--- src/rtl/mem_arbiter.sv ---
// Two-client line-memory arbiter (I-cache fill, D-cache fill/writeback) with watchdog abort.
// Define MEM_ARB_RR_EN for round-robin tie breaking; otherwise D wins every tie.
module mem_arbiter #(
    parameter int ADDR_W   = 14,
    parameter int DATA_W   = 64,
    parameter int MAX_WAIT = 15
) (
    input  logic              clk,
    input  logic              rst,
    input  logic              i_req,
    input  logic [ADDR_W-1:0] i_addr,
    output logic              i_done,
    output logic              i_err,
    output logic [DATA_W-1:0] i_rd_data,
    input  logic              d_req,
    input  logic              d_we,
    input  logic [ADDR_W-1:0] d_addr,
    input  logic [DATA_W-1:0] d_wr_data,
    output logic              d_done,
    output logic              d_err,
    output logic [DATA_W-1:0] d_rd_data,
    output logic              busy,
    output logic [ADDR_W-1:0] m_addr,
    output logic              m_re,
    output logic              m_we,
    output logic [DATA_W-1:0] m_wr_data,
    input  logic [DATA_W-1:0] m_rd_data,
    input  logic              m_rdy
);

    typedef enum logic [1:0] {IDLE, XFER, RESP} state_t;

    localparam logic [7:0] WAIT_LAST = 8'(MAX_WAIT - 1);

    state_t              r_state;
    state_t              w_nextState;
    logic                r_owner;
    logic [ADDR_W-1:0]   r_addr;
    logic [DATA_W-1:0]   r_wdata;
    logic                r_we;
    logic [DATA_W-1:0]   r_rdata;
    logic                r_err;
    logic [7:0]          r_waitCnt;
    logic                w_grant;
    logic                w_grantD;
`ifdef MEM_ARB_RR_EN
    logic                r_lastGnt;
`endif

    // Owner encoding: 1 = D side, 0 = I side.
    always_comb begin
        w_grant = i_req | d_req;
`ifdef MEM_ARB_RR_EN
        w_grantD = d_req & (~i_req | ~r_lastGnt);
`else
        w_grantD = d_req;
`endif
    end

    always_comb begin
        w_nextState = r_state;
        case (r_state)
            IDLE:    if (w_grant) w_nextState = XFER;
            XFER:    if (m_rdy || (r_waitCnt == WAIT_LAST)) w_nextState = RESP;
            RESP:    w_nextState = IDLE;
            default: w_nextState = IDLE;
        endcase
    end

    always_ff @(posedge clk or posedge rst) begin
        if (rst) begin
            r_state <= IDLE;
        end else begin
            r_state <= w_nextState;
        end
    end

    // Request latching on grant, watchdog count and response capture.
    always_ff @(posedge clk or posedge rst) begin
        if (rst) begin
            r_owner   <= 1'b0;
            r_addr    <= '0;
            r_wdata   <= '0;
            r_we      <= 1'b0;
            r_rdata   <= '0;
            r_err     <= 1'b0;
            r_waitCnt <= '0;
`ifdef MEM_ARB_RR_EN
            r_lastGnt <= 1'b0;
`endif
        end else begin
            case (r_state)
                IDLE: begin
                    if (w_grant) begin
                        r_owner   <= w_grantD;
                        r_addr    <= w_grantD ? d_addr : i_addr;
                        r_wdata   <= w_grantD ? d_wr_data : '0;
                        r_we      <= w_grantD & d_we;
                        r_waitCnt <= '0;
`ifdef MEM_ARB_RR_EN
                        r_lastGnt <= w_grantD;
`endif
                    end
                end
                XFER: begin
                    r_waitCnt <= r_waitCnt + 8'd1;
                    if (m_rdy) begin
                        r_rdata <= m_rd_data;
                        r_err   <= 1'b0;
                    end else if (r_waitCnt == WAIT_LAST) begin
                        r_rdata <= '0;
                        r_err   <= 1'b1;
                    end
                end
                default: ;
            endcase
        end
    end

    assign busy      = (r_state != IDLE);
    assign m_re      = (r_state == XFER) & ~r_we;
    assign m_we      = (r_state == XFER) & r_we;
    assign m_addr    = (r_state == XFER) ? r_addr : '0;
    assign m_wr_data = (r_state == XFER) ? r_wdata : '0;

    assign i_done    = (r_state == RESP) & ~r_owner;
    assign d_done    = (r_state == RESP) & r_owner;
    assign i_err     = i_done & r_err;
    assign d_err     = d_done & r_err;
    assign i_rd_data = r_rdata;
    assign d_rd_data = r_rdata;

endmodule

--- config.mk ---
export PLATFORM = sky130hd
export DESIGN_NAME = mem_arbiter
export DESIGN_NICKNAME = d
export VERILOG_FILES = /design/src/rtl/mem_arbiter.sv
export SDC_FILE = /design/constraint.sdc
export NUM_CORES = 1
export LEC_CHECK = 0
export BUFFER_PORTS_ARGS = -buffer_cell sky130_fd_sc_hd__buf_2
export CAP_MARGIN = 10
export CORE_ASPECT_RATIO = 1.5
export CORE_MARGIN = 2
export CORE_UTILIZATION = 35
export DETAILED_ROUTE_END_ITERATION = 6
export PLACE_DENSITY = 0.67
export SETUP_SLACK_MARGIN = 0.02
export SLEW_MARGIN = 20
export SYNTH_ARGS = -nofsm -noshare
export SYNTH_HDL_FRONTEND = slang
export SYNTH_SLANG_ARGS = --single-unit
--- constraint.sdc ---
create_clock -name clk -period 4.63 [get_ports clk]
set_clock_uncertainty 0.1 [all_clocks]
set_input_delay 0.6945 -clock clk [delete_from_list [all_inputs] [get_ports clk]]
set_output_delay 0.6945 -clock clk [all_outputs]
set_load 0.005 [all_outputs]
# After elaboration in Yosys (flattened, before gate mapping)
# Index checks and enable logic that the tools add are counted.
# op_classes
reduce_logical,9
muxes,13
addsub,1
eq_ne,5
n_bitwise,10
# op_table
operator,count
$mux W64,4
$mux W14,2
$pmux W8 S2,1
$add A8 B1 Y8 const B,1
$eq A8 B4 Y1 const B,1
$mux W8,1
$reduce_and A2 Y1,4
$and A1 B1 Y1,7
$reduce_bool A2 Y1,3
$mux W2,2
$ne A2 B2 Y1 const B,2
$pmux W2 S2,1
$eq A2 B1 Y1 const B,1
$eq A2 B2 Y1 const B,1
$logic_not A2 Y1,1
$mux W1,2
$not A1 Y1,2
$logic_or A1 B1 Y1,1
$or A1 B1 Y1,1
# totals
ff_bits,155
in_bits,162
elab_cells,46

# Logic depth before layout (Yosys ltp)
# Gate-level depths: netlist (run 1).
# depth
word_depth,4
depth_mapped,7
mapped_depth_nobuf,5

# Least setup slack after synthesis (run 1)
# No wires, ideal clock.
# synth_timing
kind,flip-flop to output port
from,reg r_state[0]
to,out m_wr_data[55]
stages_incl_launch_ff,5
slack_ns,2.697
arrival_ns,1.139
t_required_ns,3.836
path_cell_list,dfrtp_1 > nor2b_1 > clkbuf_1 > clkbuf_1 > and2_1
# synth_via
elab_chain_len,2
# synth_rtl
element,line_no,rtl
from (decl),35,state_t r_state;
from (signal assigned),74,r_state <= w_nextState;
$eq A2 B1 Y1,124,assign m_wr_data = (r_state == XFER) ? r_wdata : '0;
$mux W64,124,
to (decl),26,"output logic [DATA_W-1:0] m_wr_data,"
# No other way between the ends.

# Worst setup path in the final report (run 1)
# layout_timing
from,reg r_state[0]
to,out m_wr_data[48]
# Same word-level chain as after synthesis.

==> impl_metrics.toml, run 1 <==
[setup_path]
worstPathArrival_ps = 2310
r2r-end = "r_state[0]"
crit_required_ps = 3840
r2r_slack_ps = 2020
worst_setup_path_start_kind = "register"
critPathMaxFanout = 47
reg2reg_depth = 6
crit_type = "register to output port"
endpoint_kind = "output port"
r2r_start = "r_waitCnt[0]"

[clock_tree]
cts.sinks = 155
cts.hold.buffers_added = 0
postCtsSetupRepairBufs = 0
clk_latency_ps = 420
clockBufferDepth = 2
htreeDepth = 4
cts.root.buffer_cell = "clkbuf_16"
post_cts_resized = 0
cts_tree = "yes"
cts.clk_slew.worst_paths_ps = 60
cts_made_buffers = 17

[sta]
fin_crit_sh_pct = 67.02
rsz0062_at_grt = "no"
final.min_clock_period_ps = 3103
hold_viol = 0
setup_viol = 0
worstMarginPinSlew_ps = 1031
setup_tns_ps = 0
timing.fmax_mhz = 322.3
slew_viol_final = 0
worst_slack_ps = 1527
slew_headroom_pct = 31.28

[synthesis]
yosysTopAreaCellShare_pct = 51.50
synth-simple-area-share_pct = 8.573
avgSynthCellArea_um2 = 10.77
synth-seq-cells = 155
syn-num-nets = 863
ys_top_cells_by_area = "dfrtp_1 (52%), a22o_1 (7.6%), and2_1 (6.9%)"
netlist_area_mm2 = 0.007531
synth_compound_gate_area_share_pct = 23.77
yosys.area.top_type = "dfrtp_1"
synth_xor_area_share_pct = 0
async_flop_share_pct = 100.0
synth-edff-count = 0
yosysSeqAreaShare_pct = 51.50
synthDistinctLibCells = 33
synth_top_family_by_area = "compound AO/OA/AOI/OAI gates"
yosys_warnings = 0
synthAdderAreaFrac_pct = 0.3323
synthFlopType = "dfrtp_1"
muxShareOfSynthArea_pct = 2.260
syn_inst = 699

[drt]
vias = 6102
drt_iter0_drc = 236
wl_per_cell_um = 15.81
drt-pass1-iter-count = 4
routed_wl_mm = 20.04
ant_nets = 0
via_per_inst = 4.816
drc = 0

[global_routing]
busiest_layer = "met2"
use_met1_pct = 21.07
grt_pass1_wl_mm = 31.22
grt_pass1_vias = 6020
globalRouteMet3Util_pct = 5.459
track_usage_pct = 17.89
met2_usage_pct = 30.66
overflow = 0
grt_max_degree = 104
antenna_found_initial = 0

[floorplan]
die_area_mm2 = 0.02273
die_y_um = 183.7
die_x_um = 123.8
coreArea_mm2 = 0.02106
start_util_pct = 35.75
std_cell_rows = 65
ioPinCount = 375

[power_and_ir_drop]
p_leak_nw = 5.189
power_density_mw_per_mm2 = 692.1
ir_drop_uv = 330.9
p_total_mw = 6.721

[cells_and_area]
fin_area_mm2 = 0.009712
nets = 1150
n_fill_cell = 2016
final_cell_mix = "buf_2 (374), dfrtp_1 (155), and2_1 (82)"
drive_above_1_share_pct = 46.15
diodes = 0
final_util_pct = 46.11
layout_commonest_cell = "buf_2"
areaGrowthSynthToFinish_pct = 28.96

[place]
placement.io_buffers = 374
dp_hpwl_mm = 14.13
place_ws_ps = 1892
placed_cell_area_mm2 = 0.009084
gp_routability_congestion = 0.7975

[outcome]
status = "completed"

[min_path]
hold_class = "input pin to async pin"

[flow_run]
maxCapViolations = 0
synth_stat cells (4+ instances only):
cell and n:
buf_1 5, buf_12 5, dfrtp_1 155, o21ai_2 40, nand2_1 4, a22oi_1 64, and2_1 83, a22o_1 65
buf_2 10, buf_4 64, clkbuf_1 32, mux2i_1 17, inv_1 67, o21ai_0 59
metrics by stage:
| stage | std cells | hold slack [ps] |
|---|---|---|
| floorplan | 699 | 329.8 |
| global placement | 1235 | 352.4 |
| detailed placement | 1235 | 360.2 |
| CTS | 1267 | 341.0 |
| global route | 1267 | 360.5 |
| finish | 1267 | 323.9 |
report_power, final:
group / switching [mW] / internal (mW) / leakage (nW) / total [mW]
clock: 0.548 / 0.933 / 0.305 / 1.48
combinational: 1.36 / 1.36 / 3.01 / 2.72
sequential: 0.520 / 2.00 / 1.87 / 2.52
total: 2.43 / 4.29 / 5.19 / 6.72
how the worst max path moves through the flow:
stage                from             to  slack (ps)  cells past startpoint
3_3_place_gp        d_req           r_we        1900                      4
6_report       r_state[0]  m_wr_data[48]        1530                      4
5_1_grt        r_state[0]  m_wr_data[54]        1260                      4
4_1_cts        r_state[0]  m_wr_data[48]        1460                      4
3_5_place_dp        d_req    r_wdata[39]        1890                      4
2_1_floorplan         rst   d_rd_data[0]        1880                      1
routing by layer:
layer  share of wire, %  up-vias
li1                   -     2923
met1                 40     2895
met2                 50      268
met3                8.2       16
met4                1.4        0
met5                  0        -
registers in the layout, indices dropped and copies added, names as in the netlist:
register	count
d_rd_data	64
r_addr	14
r_err	1
r_owner	1
r_state	2
r_waitCnt	8
r_wdata	64
r_we	1
worst max-delay path, stage by stage, from the launching register on:
cell and delay (ps):
dfrtp_1 480, nor2b_4 710, buf_4 400, and2_1 180, buf_2 110
kinds of logic (layout without fill, tap and decap cells):
family          Yosys count  in the layout
buf+inv                 183            483
simple gates            103            103
compound gates          239            239
mux                      17             17
flops                   155            155
fa+ha+maj                 2              2
area by class of cell:
| class | count | area [um^2] | share of cell area, % |
|---|---|---|---|
| Clock inverter | 10 | 163.9 | 1.688 |
| Sequential cell | 155 | 3879 | 39.94 |
| Tap cell | 268 | 335.3 | 3.453 |
| Timing Repair Buffer | 384 | 1959 | 20.18 |
| Multi-Input combinational cell | 361 | 2655 | 27.34 |
| Clock buffer | 22 | 464.2 | 4.780 |
| Inverter | 67 | 255.2 | 2.628 |
(Power assumes the default switching activity.)
==> inputs of run 2 (changes only) <==
--- a/config.mk
+++ b/config.mk
@@ -11,7 +11,7 @@
 export CORE_MARGIN = 2
 export CORE_UTILIZATION = 35
 export DETAILED_ROUTE_END_ITERATION = 6
-export PLACE_DENSITY = 0.67
+export PLACE_DENSITY = 0.65
 export SETUP_SLACK_MARGIN = 0.02
 export SLEW_MARGIN = 20
 export SYNTH_ARGS = -nofsm -noshare
==> constraint.sdc (replaced) <==
create_clock -name clk -period 2.9 [get_ports clk]
set_clock_uncertainty 0.1 [all_clocks]
set_input_delay 0.435 -clock clk [delete_from_list [all_inputs] [get_ports clk]]
set_output_delay 0.435 -clock clk [all_outputs]
set_load 0.005 [all_outputs]
==> run 2 against run 1 <==
Flip-flop and latch count unchanged. Largest power group unchanged. Highest routed layer unchanged. Wire length up 3.6%. Sequential share of layout area down 0.19 points. Utilization up 0.23 points.
==> impl_metrics.toml, run 2 (synthesis results as in run 1) <==
[setup_path]
critPathBufInv = 2
r2r-end = "d_rd_data[12]"
crit_type = "register to output port"
worst_path_max_delay_cell = "nor2b_4"
cpLargestDelayFamily = "simple AND/OR/NAND/NOR gates"
crit_required_ps = 2370
critPathMaxFanout = 44
slowest_delay_ps = 530
worstPathArrival_ps = 2000
endpoint_kind = "output port"
r2r_slack_ps = 700
worstPathCellList = "nor2b_4 -> buf_12 -> and2_1 -> buf_2"
r2r_start = "r_waitCnt[0]"
worst_setup_path_start_kind = "register"
reg2reg_depth = 6

[floorplan]
std_cell_rows = 65
die_x_um = 123.8
start_util_pct = 35.75
coreArea_mm2 = 0.02106
die_y_um = 183.7
ioPinCount = 375
die_area_mm2 = 0.02273

[place]
gp_routability_congestion = 0.7483
dp.cells = 1241
dp_hpwl_mm = 14.54
placed_cell_area_mm2 = 0.009166
placement.io_buffers = 374

[drt]
drc = 0
via_per_inst = 4.863
vias = 6195
ant_nets = 0
wl_per_cell_um = 16.30
drt-pass1-iter-count = 4
drt_iter0_drc = 255
routed_wl_mm = 20.76

[global_routing]
track_usage_pct = 18.34
grt_pass1_vias = 6157
grt_pass1_wl_mm = 31.99
antenna_found_initial = 0
grt_max_degree = 67
overflow = 0

[sta]
timing.fmax_mhz = 395.2
slew_headroom_pct = 49.95
rsz0062_at_grt = "no"
setup_viol = 0
hold_viol = 0
fin_crit_sh_pct = 87.25
final.min_clock_period_ps = 2530
worstMarginPinSlew_ps = 750.8
slew_viol_final = 0
setup_tns_ps = 0

[cells_and_area]
instances_no_fill = 1274
drive_above_1_share_pct = 46.72
nets = 1157
diodes = 0
fin_area_mm2 = 0.009759
layout_commonest_cell = "buf_2"
final_cell_mix = "buf_2 (374), dfrtp_1 (155), and2_1 (82)"
n_fill_cell = 2017
areaGrowthSynthToFinish_pct = 29.59

[power_and_ir_drop]
p_total_mw = 10.66
power_density_mw_per_mm2 = 1092
ir_drop_uv = 488.4
p_leak_nw = 5.219

[clock_tree]
postCtsSetupRepairBufs = 0
cts.sinks = 155
post_cts_resized = 0
cts_tree = "yes"
cts_made_buffers = 17
cts.root.buffer_cell = "clkbuf_16"
clk_latency_ps = 430
clockBufferDepth = 2
htreeDepth = 4
cts.hold.buffers_added = 1
cts.clk_slew.worst_paths_ps = 70

[min_path]
hold_class = "input pin to register"
min_from = "d_wr_data[46]"
min_to = "r_wdata[46]"
hold_depth = 2

[outcome]
status = "completed"

[flow_run]
maxCapViolations = 0
-- run 2: per-stage QoR --
stage,util (%),worst slack [ps],hold slack (ps)
floorplan,-,406.1,329.8
global placement,43.52,772.7,357.2
detailed placement,43.52,697.5,364.4
CTS,46.33,298.4,95.34
global route,46.33,173.3,103.8
finish,46.33,369.9,126.9
-- run 2: power breakdown --
group	switching [mW]	total, mW	internal, mW
combinational	2.22	4.45	2.23
sequential	0.817	4.01	3.20
clock	0.978	2.19	1.22
-- run 2: how the worst max path moves through the flow --
stage / depth (start not counted) / slack [ps] / startpoint / endpoint
after floorplan: 1 / 410 / rst / d_rd_data[0]
after global placement: 6 / 770 / r_waitCnt[0] / d_rd_data[10]
after detailed placement: 6 / 700 / r_waitCnt[0] / d_rd_data[12]
after CTS: 4 / 300 / r_state[0] / m_wr_data[17]
after global routing: 4 / 170 / r_state[0] / m_wr_data[17]
final: 4 / 370 / r_state[0] / m_wr_data[31]
-- run 2: per-layer routing --
metal / up-vias / track usage, % / wire (um)
met3: 14 / 5.862 / 1773
met5: - / 0 / 0
li1: 2949 / - / -
met4: 0 / 6.364 / 267
met1: 2950 / 22.22 / 8392
met2: 282 / 30.42 / 10330
-- run 2: layout make-up --
class                      instances  area (um^2)  area share (%)
clock buffer                      17        425.4           4.359
clock inverter                    15        157.7           1.615
inverter                          67        255.2           2.615
multi-input combinational        361         2655           27.21
sequential                       155         3879           39.74
tap                              268        335.3           3.436
timing repair buffer             391         2052           21.03
==> inputs of run 3 (changes only) <==
--- a/config.mk
+++ b/config.mk
@@ -12,6 +12,7 @@
 export CORE_UTILIZATION = 35
 export DETAILED_ROUTE_END_ITERATION = 6
 export PLACE_DENSITY = 0.65
+export REMOVE_ABC_BUFFERS = 1
 export SETUP_SLACK_MARGIN = 0.02
 export SLEW_MARGIN = 20
 export SYNTH_ARGS = -nofsm -noshare
==> run 3 against run 2 <==
Worst setup slack better by 35 ps. First-iteration DRC count is 15% lower. Maximum frequency is 1.4% higher. Wire length is 0.31% higher. Global-route usage is 0.21 points lower. Largest cell class unchanged. Largest power group unchanged. Highest routed layer unchanged.
==> impl_metrics.toml, run 3 (synthesis results as in run 1) <==
[power_and_ir_drop]
clock_power_share_pct = 20.8
p_seq_share_pct = 37.7
p_leak_nw = 5.196
p_int_mw = 6.756
power_density_mw_per_mm2 = 1098
p_sw_mw = 3.935
combinationalPowerShare_pct = 41.5
p_sw_share_pct = 36.81
ir_drop_uv = 473.7

[clock_tree]
htreeDepth = 4
cts.sinks = 155
post_cts_resized = 0
clockBufferDepth = 2
cts_made_buffers = 17
cts.clk_slew.worst_paths_ps = 60
cts_tree = "yes"
clk_latency_ps = 410
cts.root.buffer_cell = "clkbuf_16"

[sta]
timing.fmax_mhz = 400.8
hold_viol = 0
slew_headroom_pct = 42.61
worst_slack_ps = 404.7
setup_tns_ps = 0
setup_viol = 0
slew_viol_final = 0
final.min_clock_period_ps = 2495
fin_crit_sh_pct = 86.04
rsz0062_at_grt = "no"
holdWs_ps = 130.7
worstMarginPinSlew_ps = 857.7

[global_routing]
grt_pass1_vias = 5853
grt_pass1_wl_mm = 31.46
track_usage_pct = 18.13
overflow = 0
grt_max_degree = 82
antenna_found_initial = 0

[setup_path]
worstPathCellList = "nor2b_4 -> buf_4 -> and2_1 -> buf_2"
worstPathArrival_ps = 1960
worst_setup_path_start_kind = "register"
slowest_delay_ps = 480
cpLargestDelayFamily = "buffers and inverters"
critPathMaxFanout = 81
crit_required_ps = 2370
critPathBufInv = 2
worst_path_max_delay_cell = "buf_4"
crit_type = "register to output port"
endpoint_kind = "output port"

[drt]
drt-pass1-iter-count = 4
routed_wl_mm = 20.83
vias = 6131
drt_iter0_drc = 218
drc = 0
ant_nets = 0
wl_per_cell_um = 16.41
via_per_inst = 4.831

[cells_and_area]
multi_input_area_mm2 = 0.002655
drive_above_1_share_pct = 46.05
layout_commonest_cell = "buf_2"
fin_area_mm2 = 0.009739
final_cell_mix = "buf_2 (374), dfrtp_1 (155), and2_1 (82)"
nets = 1152
diodes = 0
n_fill_cell = 2035
instances_no_fill = 1269
areaGrowthSynthToFinish_pct = 29.32
regArea_mm2 = 0.003879

[floorplan]
die_area_mm2 = 0.02273
die_x_um = 123.8
ioPinCount = 375
start_util_pct = 35.75
die_y_um = 183.7
coreArea_mm2 = 0.02106
std_cell_rows = 65

[place]
placed_cell_area_mm2 = 0.009143
dp_hpwl_mm = 14.76
place_ws_ps = 734.4
placement.io_buffers = 374
gp_routability_congestion = 0.7930
dp.cells = 1236

[flow_run]
maxCapViolations = 0

[outcome]
status = "completed"

[min_path]
hold_class = "input pin to register"
[run 3: cell type report]
| cell class | instances | share of cell area [%] |
|---|---|---|
| flip-flops and latches | 155 | 39.83 |
| well taps | 268 | 3.443 |
| repair buffers | 386 | 20.81 |
| inverters | 67 | 2.634 |
| clock inverters | 11 | 1.503 |
| multi-input cells | 361 | 27.26 |
| clock buffers | 21 | 4.522 |
[run 3: power groups by stage]
stage / sequential, mW / clock, mW / combinational [mW]
2_1_floorplan: 3.94 / 0 / 2.39
5_1_grt: 4.17 / 2.39 / 4.97
6_report: 4.03 / 2.22 / 4.43
3_5_place_dp: 4.03 / 0 / 4.52
3_3_place_gp: 4.03 / 0 / 4.44
4_1_cts: 4.03 / 2.30 / 4.52
[run 3: path summary, 6_finish.rpt]
kind                          startpoint           end  slack, ps  cells after the start
max in group asynchronous            rst         r_err       1640                      4
min in group asynchronous            rst   r_wdata[45]        410                      3
min                        d_wr_data[60]   r_wdata[60]        130                      2
max reg2reg                 r_waitCnt[0]    r_state[0]        920                      6
max                           r_state[0]     m_addr[6]        400                      4
min reg2reg                 r_waitCnt[7]  r_waitCnt[7]        360                      1
[run 3: through the flow]
step	power (mW)	util [%]
2_1_floorplan	6.328	-
3_3_place_gp	8.468	43.40
3_5_place_dp	8.548	43.40
4_1_cts	10.84	46.24
5_1_grt	11.53	46.24
6_report	10.69	46.24
[run 3: routing by layer]
layer  track usage [%]  up-vias  part of all wire [%]
met3             4.746       24                   7.3
met2             31.25      268                    51
li1                  -     2936                     -
met1             21.27     2903                    40
met5                 0        -                     0
met4             6.955        0                   1.8
[run 3: timing repair]
action | CTS | global route
setup buffers | 0 | 0
hold buffers | 1 | 0
hold endpoints to repair | 19 | 0
[run 3: worst register-to-register path: stages, from the launching register on]
cell      delay (ps)
dfrtp_1          410
inv_1             70
ha_1             130
or4b_4           470
o21bai_4         190
buf_4            320
o21ai_0          140
